### src/rtl/four_arb_pkg.sv
// Shared constants and types for the four-input round-robin arbiter.
// Imported by the interface, the picker and the top level.
package four_arb_pkg;

  localparam int N_CLIENT = 4;

  localparam logic ST_IDLE  = 1'b0;
  localparam logic ST_GRANT = 1'b1;

  typedef enum logic {
    IDLE  = ST_IDLE,
    GRANT = ST_GRANT
  } arb_state_e;

  // The pointer wraps 3 -> 0 through the natural 2-bit overflow.
  function automatic logic [1:0] next_idx(input logic [1:0] idx);
    return idx + 2'd1;
  endfunction

endpackage

### src/rtl/four_input_rr_arbiter_if.sv
// Client-side bundle of the arbiter: requests and releases in, grant status out.
// The master modport is the requesting side, the slave modport is the arbiter.
interface four_input_rr_arbiter_if;
  import four_arb_pkg::*;

  logic [N_CLIENT-1:0] req;
  logic [N_CLIENT-1:0] done;
  logic [N_CLIENT-1:0] gnt;
  logic [1:0]          gnt_id;
  logic                gnt_valid;
  logic                any_req;
  logic                preempt;

  modport master (
    output req,
    output done,
    input  gnt,
    input  gnt_id,
    input  gnt_valid,
    input  any_req,
    input  preempt
  );

  modport slave (
    input  req,
    input  done,
    output gnt,
    output gnt_id,
    output gnt_valid,
    output any_req,
    output preempt
  );

endinterface

### src/rtl/four_input_rr_arbiter_rr_pick4.sv
// Combinational round-robin picker: first set request bit scanning from ptr
// upward, modulo four. Returns hit, binary index and one-hot grant.
module rr_pick4
  import four_arb_pkg::*;
(
  input  logic [N_CLIENT-1:0] req,
  input  logic [1:0]          ptr,
  output logic                hit,
  output logic [1:0]          idx,
  output logic [N_CLIENT-1:0] onehot
);

  logic [1:0] cand;

  // Scan from the farthest offset down so the closest candidate to ptr wins.
  always_comb begin
    hit    = 1'b0;
    idx    = 2'd0;
    onehot = '0;
    cand   = 2'd0;
    for (int k = N_CLIENT - 1; k >= 0; k--) begin
      cand = ptr + 2'(k);
      if (req[cand]) begin
        hit = 1'b1;
        idx = cand;
      end
    end
    if (hit) begin
      onehot[idx] = 1'b1;
    end
  end

endmodule

### src/rtl/four_input_rr_arbiter.sv
// Four-client round-robin arbiter with registered one-hot grant, release on
// done/req-drop, and an optional hold-limit timer that preempts long grants.
module four_input_rr_arbiter
  import four_arb_pkg::*;
#(
  parameter int MAX_HOLD = 8,
  parameter int CNT_W    = (MAX_HOLD < 1) ? 1 : $clog2(MAX_HOLD + 1)
) (
  input  logic                    clk,
  input  logic                    rst_n,
  four_input_rr_arbiter_if.slave  bus
);

  localparam logic             HOLD_EN  = (MAX_HOLD != 0);
  localparam logic [CNT_W-1:0] HOLD_MAX = CNT_W'(MAX_HOLD);

  arb_state_e          state_q, state_d;
  logic [1:0]          ptr_q, ptr_d;
  logic [CNT_W-1:0]    cnt_q, cnt_d;
  logic [N_CLIENT-1:0] gnt_q, gnt_d;
  logic [1:0]          gnt_id_q, gnt_id_d;
  logic                gnt_valid_q, gnt_valid_d;
  logic                preempt_q, preempt_d;

  logic                pick_hit;
  logic [1:0]          pick_idx;
  logic [N_CLIENT-1:0] pick_onehot;
  logic                release_now;
  logic                timeout_now;

  rr_pick4 u_pick (
    .req    (bus.req),
    .ptr    (ptr_q),
    .hit    (pick_hit),
    .idx    (pick_idx),
    .onehot (pick_onehot)
  );

  // Only the current grantee's done/req bits matter; everything else is ignored.
  assign release_now = bus.done[gnt_id_q] | ~bus.req[gnt_id_q];
  assign timeout_now = HOLD_EN && (cnt_q == HOLD_MAX) && ((bus.req & ~gnt_q) != '0);

  always_comb begin
    state_d     = state_q;
    ptr_d       = ptr_q;
    cnt_d       = cnt_q;
    gnt_d       = gnt_q;
    gnt_id_d    = gnt_id_q;
    preempt_d   = 1'b0;

    unique case (state_q)
      IDLE: begin
        gnt_d = '0;
        if (pick_hit) begin
          state_d  = GRANT;
          gnt_d    = pick_onehot;
          gnt_id_d = pick_idx;
          cnt_d    = CNT_W'(1);
        end
      end
      GRANT: begin
        if (release_now || timeout_now) begin
          // Release wins over timeout, so preempt only flags a pure timeout.
          state_d   = IDLE;
          gnt_d     = '0;
          ptr_d     = next_idx(gnt_id_q);
          cnt_d     = '0;
          preempt_d = ~release_now;
        end else if (HOLD_EN && (cnt_q != HOLD_MAX)) begin
          cnt_d = cnt_q + CNT_W'(1);
        end
      end
      default: begin
        state_d = IDLE;
        gnt_d   = '0;
      end
    endcase

    gnt_valid_d = |gnt_d;
  end

  always_ff @(posedge clk) begin
    if (!rst_n) begin
      state_q     <= IDLE;
      ptr_q       <= 2'd0;
      cnt_q       <= '0;
      gnt_q       <= '0;
      gnt_id_q    <= 2'd0;
      gnt_valid_q <= 1'b0;
      preempt_q   <= 1'b0;
    end else begin
      state_q     <= state_d;
      ptr_q       <= ptr_d;
      cnt_q       <= cnt_d;
      gnt_q       <= gnt_d;
      gnt_id_q    <= gnt_id_d;
      gnt_valid_q <= gnt_valid_d;
      preempt_q   <= preempt_d;
    end
  end

  assign bus.gnt       = gnt_q;
  assign bus.gnt_id    = gnt_id_q;
  assign bus.gnt_valid = gnt_valid_q;
  assign bus.preempt   = preempt_q;
  assign bus.any_req   = |bus.req;

endmodule

### src/flat_wrapper.sv
// flat-port wrapper written by rule: the top's interface ports become plain ports
module four_input_rr_arbiter_flat import four_arb_pkg::*;
#(
  parameter int MAX_HOLD = 8,
  parameter int CNT_W    = (MAX_HOLD < 1) ? 1 : $clog2(MAX_HOLD + 1)
)
  (clk, rst_n, bus_req, bus_done, bus_gnt, bus_gnt_id, bus_gnt_valid, bus_any_req, bus_preempt);
  four_input_rr_arbiter_if bus_i ();
  input  logic clk;
  input  logic rst_n;
  input wire logic [$bits(bus_i.req)-1:0] bus_req;
  input wire logic [$bits(bus_i.done)-1:0] bus_done;
  output wire logic [$bits(bus_i.gnt)-1:0] bus_gnt;
  output wire logic [$bits(bus_i.gnt_id)-1:0] bus_gnt_id;
  output wire logic [$bits(bus_i.gnt_valid)-1:0] bus_gnt_valid;
  output wire logic [$bits(bus_i.any_req)-1:0] bus_any_req;
  output wire logic [$bits(bus_i.preempt)-1:0] bus_preempt;
  assign bus_i.req = bus_req;
  assign bus_i.done = bus_done;
  assign bus_gnt = bus_i.gnt;
  assign bus_gnt_id = bus_i.gnt_id;
  assign bus_gnt_valid = bus_i.gnt_valid;
  assign bus_any_req = bus_i.any_req;
  assign bus_preempt = bus_i.preempt;
  four_input_rr_arbiter #(.MAX_HOLD(MAX_HOLD), .CNT_W(CNT_W)) u_core (.clk(clk), .rst_n(rst_n), .bus(bus_i));
endmodule
### config.mk
export PLATFORM = sky130hd
export DESIGN_NAME = four_input_rr_arbiter_flat
export DESIGN_NICKNAME = d
export VERILOG_FILES = /design/src/rtl/four_arb_pkg.sv /design/src/rtl/four_input_rr_arbiter_if.sv /design/src/rtl/four_input_rr_arbiter_rr_pick4.sv /design/src/rtl/four_input_rr_arbiter.sv /design/src/flat_wrapper.sv
export SDC_FILE = /design/constraint.sdc
export NUM_CORES = 1
export LEC_CHECK = 0
export ABC_AREA = 1
export CAP_MARGIN = 10
export CORE_MARGIN = 5
export CORE_UTILIZATION = 45
export DETAILED_ROUTE_END_ITERATION = 10
export PLACE_DENSITY_LB_ADDON = 0.12
export SETUP_SLACK_MARGIN = 0.5
export SYNTH_ARGS = -nofsm -noshare
export SYNTH_HDL_FRONTEND = slang
export SYNTH_SLANG_ARGS = --single-unit
### constraint.sdc
create_clock -name clk -period 1.8 [get_ports clk]
set_clock_uncertainty 0.15 [all_clocks]
set_input_delay 0.36 -clock clk [delete_from_list [all_inputs] [get_ports clk]]
set_output_delay 0.36 -clock clk [all_outputs]
set_load 0.05 [all_outputs]
==> results by group, run 1 <==
Clock tree
  – Clock Tree Root: clkbuf_4
  – CTS tree: done
  – CTS Buffer Depth: 2
  – Hold buffer count at cts: 0
  – CTS Sinks: 15
  – Clock latency on the worst-skew pair: between 200 and 300 ps
  – CTS clk-pin slew, worst paths: around 90 ps
  – Total CTS buffers: 3
  – Htree depth: 1

Routing
  – Post-route antenna net violation count: 0
  – Drt first-iter violations: 82
  – WL/cell: 16.5 um
  – Wirelength, routed: about 3.6 mm
  – Remaining DRCs: 0
  – DRT Pass-1 Iters: 4
  – Via count: about 1200
  – DR vias/cell: roughly 5.6

Place
  – DP HPWL: a little over 2 mm
  – Dpl cells: approximately 200
  – Buffers on Ports: 18
  – Routability Congestion: 0.769
  – Pre-CTS setup slack: -455 ps

Synthesis
  – Most frequent cells after synthesis: 46 x nand2_1, 19 x inv_1, 15 x dfxtp_1
  – Syn Nets: approximately 160
  – Synthesis Warnings: 0
  – Async S/R FF share, synth: 0%
  – Synth Cell Area: between 900 and 1000 um2
  – Most common cell in the netlist: nand2_1
  – Post-synth cell types: 25
  – Top cell type by total area after synthesis: dfxtp_1
  – Post-synth top area share: 31.4%
  – Synthesized area per cell: 6.50 um2
  – Synth Register Bits: 15
  – EDFF count, synth: 0
  – Sequential element share of the synthesized area: a little under a third
  – Gate Count Post-Synth: roughly 150
  – Commonest register cell after synthesis: dfxtp_1
  – Synth top area cells: dfxtp_1 31%, nand2_1 18%, inv_1 7.5%

Power and ir drop
  – Comb power frac: 58.9%
  – Switching fraction of total power: around 45%
  – Maximum VDD drop: 602 uV
  – Static leakage: 0.766 nW
  – Net switching power: slightly above 0.0007 W
  – Clock power frac: between 10% and 20%
  – Pwr per Cell Area: 938 nW/um2
  – Seq pwr share: 28.7%
  – Internal Dissipation: around 0.00086 W

Floorplan
  – Chip Height: approximately 56 um
  – Die Area: 3150 um2
  – Initial Util: between 40% and 50%
  – # IOs: 19
  – Cell row count: 16
  – Die X: 56.1 um
  – Core Region: 2000 um2

STA
  – Setup violations, final: 0
  – Unrepaired setup endpoints after global routing: true
  – Max Transition Viols Final: 0
  – Slew HR: just under 80%
  – Tightest Pin Transition: 334 ps
  – Fin worst setup slack: between 40 and 50 ps
  – Max Clk Rate: ~570 MHz
  – Setup_tns: 0 ps
  – Fin crit share: 97.3%
  – Final Hold Viols: 0
  – Final Critical Period: roughly 1800 ps

Global routing
  – Initial antenna violation count: 0
  – First-pass GRT wire length: ~5.1 mm
  – All-layer global routing usage: roughly a fifth
  – Largest net degree at the start of global routing: 9
  – Total grt overflow: 0
  – Vias in the first global route: between 1000 and 1500

Final layout
  – Synthesis-to-finish area growth: 74.5%
  – Layout cell share with drive strength beyond 1: 59.9%
  – Final Non-Filler Cells: roughly 220
  – Final Util: 83.3%
  – Fin nets: ~200
  – Antenna diode count: 0

Critical path
  – FF-to-FF setup slack: 50 ps
  – Maximum cell stage delay along the critical path: ~340 ps
  – Kind of critical path: flop to flop
  – Worst setup SP type: flop
  – Critical Path End Type: flop
  – Crit path cell chain: inv_2 > nand2_2 > nand2_2 > nand2_4 > nand2_1 > nor2_1 > nor2_1 > nand2_4 > nand4_1 > nand2_1 > nor2_2 > a21oi_2
  – Slowest CP cell: dfxtp_2
  – CP max FO: 5
  – Critical path required time: between 1500 and 2000 ps
  – Worst path arrival time: ~1800 ps

Job
  – Max Cap Viol: 0

Min path
  – Hold Crit Class: flop to flop

Outcome
  – Outcome: finished, final reports clean
==> metrics by stage <==
step,instance area [um2],power [W],hold slack [ps]
global placement,1290,0.00104,346
finish,1670,0.00156,350
CTS,1490,0.00137,339
floorplan,996,0.000852,327
detailed placement,1290,0.00106,352
global route,1670,0.00164,363
==> layer usage <==
| layer | GRT usage, % | up-vias | wire length, um |
|---|---|---|---|
| met5 | 0 | - | 0 |
| met4 | 7.12 | 0 | 144 |
| met3 | 4.41 | 19 | 272 |
| met2 | 36.4 | 70 | 1760 |
| met1 | 22.9 | 571 | 1450 |
| li1 | - | 565 | - |
==> final cells by class <==
type / count / area, um2
clock buffers: 4 / 26.3
fillers: 110 / 334
inverters: 23 / 96.3
multi-input cells: 108 / 761
flip-flops and latches: 15 / 332
well taps: 27 / 33.8
repair buffers: 42 / 419
==> registers in the layout, summed over array words and instances, names as in the netlist <==
| name | flops |
|---|---|
| u_core.bus.gnt | 4 |
| u_core.cnt_q | 4 |
| u_core.bus.gnt_id | 2 |
| u_core.ptr_q | 2 |
| u_core.bus.gnt_valid | 1 |
| u_core.bus.preempt | 1 |
| u_core.state_q | 1 |
==> what timing repair did <==
item	CTS	global route
pin swaps	31	28
setup endpoints to repair	23	24
gates resized for setup	65	52
buffers inserted	8	3
==> placed cells by master, fill, tap and decap left out, drive strengths merged <==
cell type and instances:
o22ai 4, o211ai 1, o21ai 6, nand3b 4, a31oi 1, nor2 12, dfxtp 15, nand4 2
clkdlybuf4s50 1, xnor2 1, a21oi 10, buf 37, o21a 1, nand3 14, nand2 49, nor4 1
dlygate4sd2 4, inv 23, ha 2, clkbuf 4
==> path summary, 6_finish.rpt <==
check                                           from                   end  depth (start not counted)
worst max-delay path                 u_core.ptr_q[1]  u_core.bus.gnt_valid                         12
worst min register to register  u_core.bus.gnt_id[0]       u_core.ptr_q[0]                          1
worst max register to register       u_core.ptr_q[1]  u_core.bus.gnt_valid                         12
worst min-delay path            u_core.bus.gnt_id[0]       u_core.ptr_q[0]                          1
==> critical path, delay by kind of cell (launching register included) <==
kind	cells	cell delay, ps
flip-flops	1	340
AND/OR/NAND/NOR	10	970
buffers and inverters	1	140
AO/OA/AOI/OAI	1	60
==> cell families after synthesis <==
group | count (synthesis) | synth area share [%]
XOR/XNOR | 1 | 0.916
AND/OR/NAND/NOR | 82 | 39.3
flip-flops | 15 | 31.4
adder cells (fa/ha/maj) | 2 | 2.62
buffers and inverters | 24 | 10.2
AO/OA/AOI/OAI | 23 | 15.6
==> power by group through the flow <==
stage	clock, W	combinational, W	sequential (W)
after detailed placement	0	0.000618	0.000438
final	0.000195	0.000921	0.000449
after floorplan	0	0.000317	0.000535
after CTS	0.000197	0.000735	0.000437
after global routing	0.000215	0.000969	0.000454
after global placement	0	0.000604	0.000440
No activity file was read; power rests on OpenSTA's default activity.
==> run 2: changes to the inputs <==
--- a/config.mk
+++ b/config.mk
@@ -6,7 +6,7 @@
 export NUM_CORES = 1
 export LEC_CHECK = 0
 export ABC_AREA = 1
-export CAP_MARGIN = 10
+export CAP_MARGIN = 20
 export CORE_MARGIN = 5
 export CORE_UTILIZATION = 45
 export DETAILED_ROUTE_END_ITERATION = 10
==> results of run 2 <==
The final DEF is identical to that of run 1; final timing and power are the same.
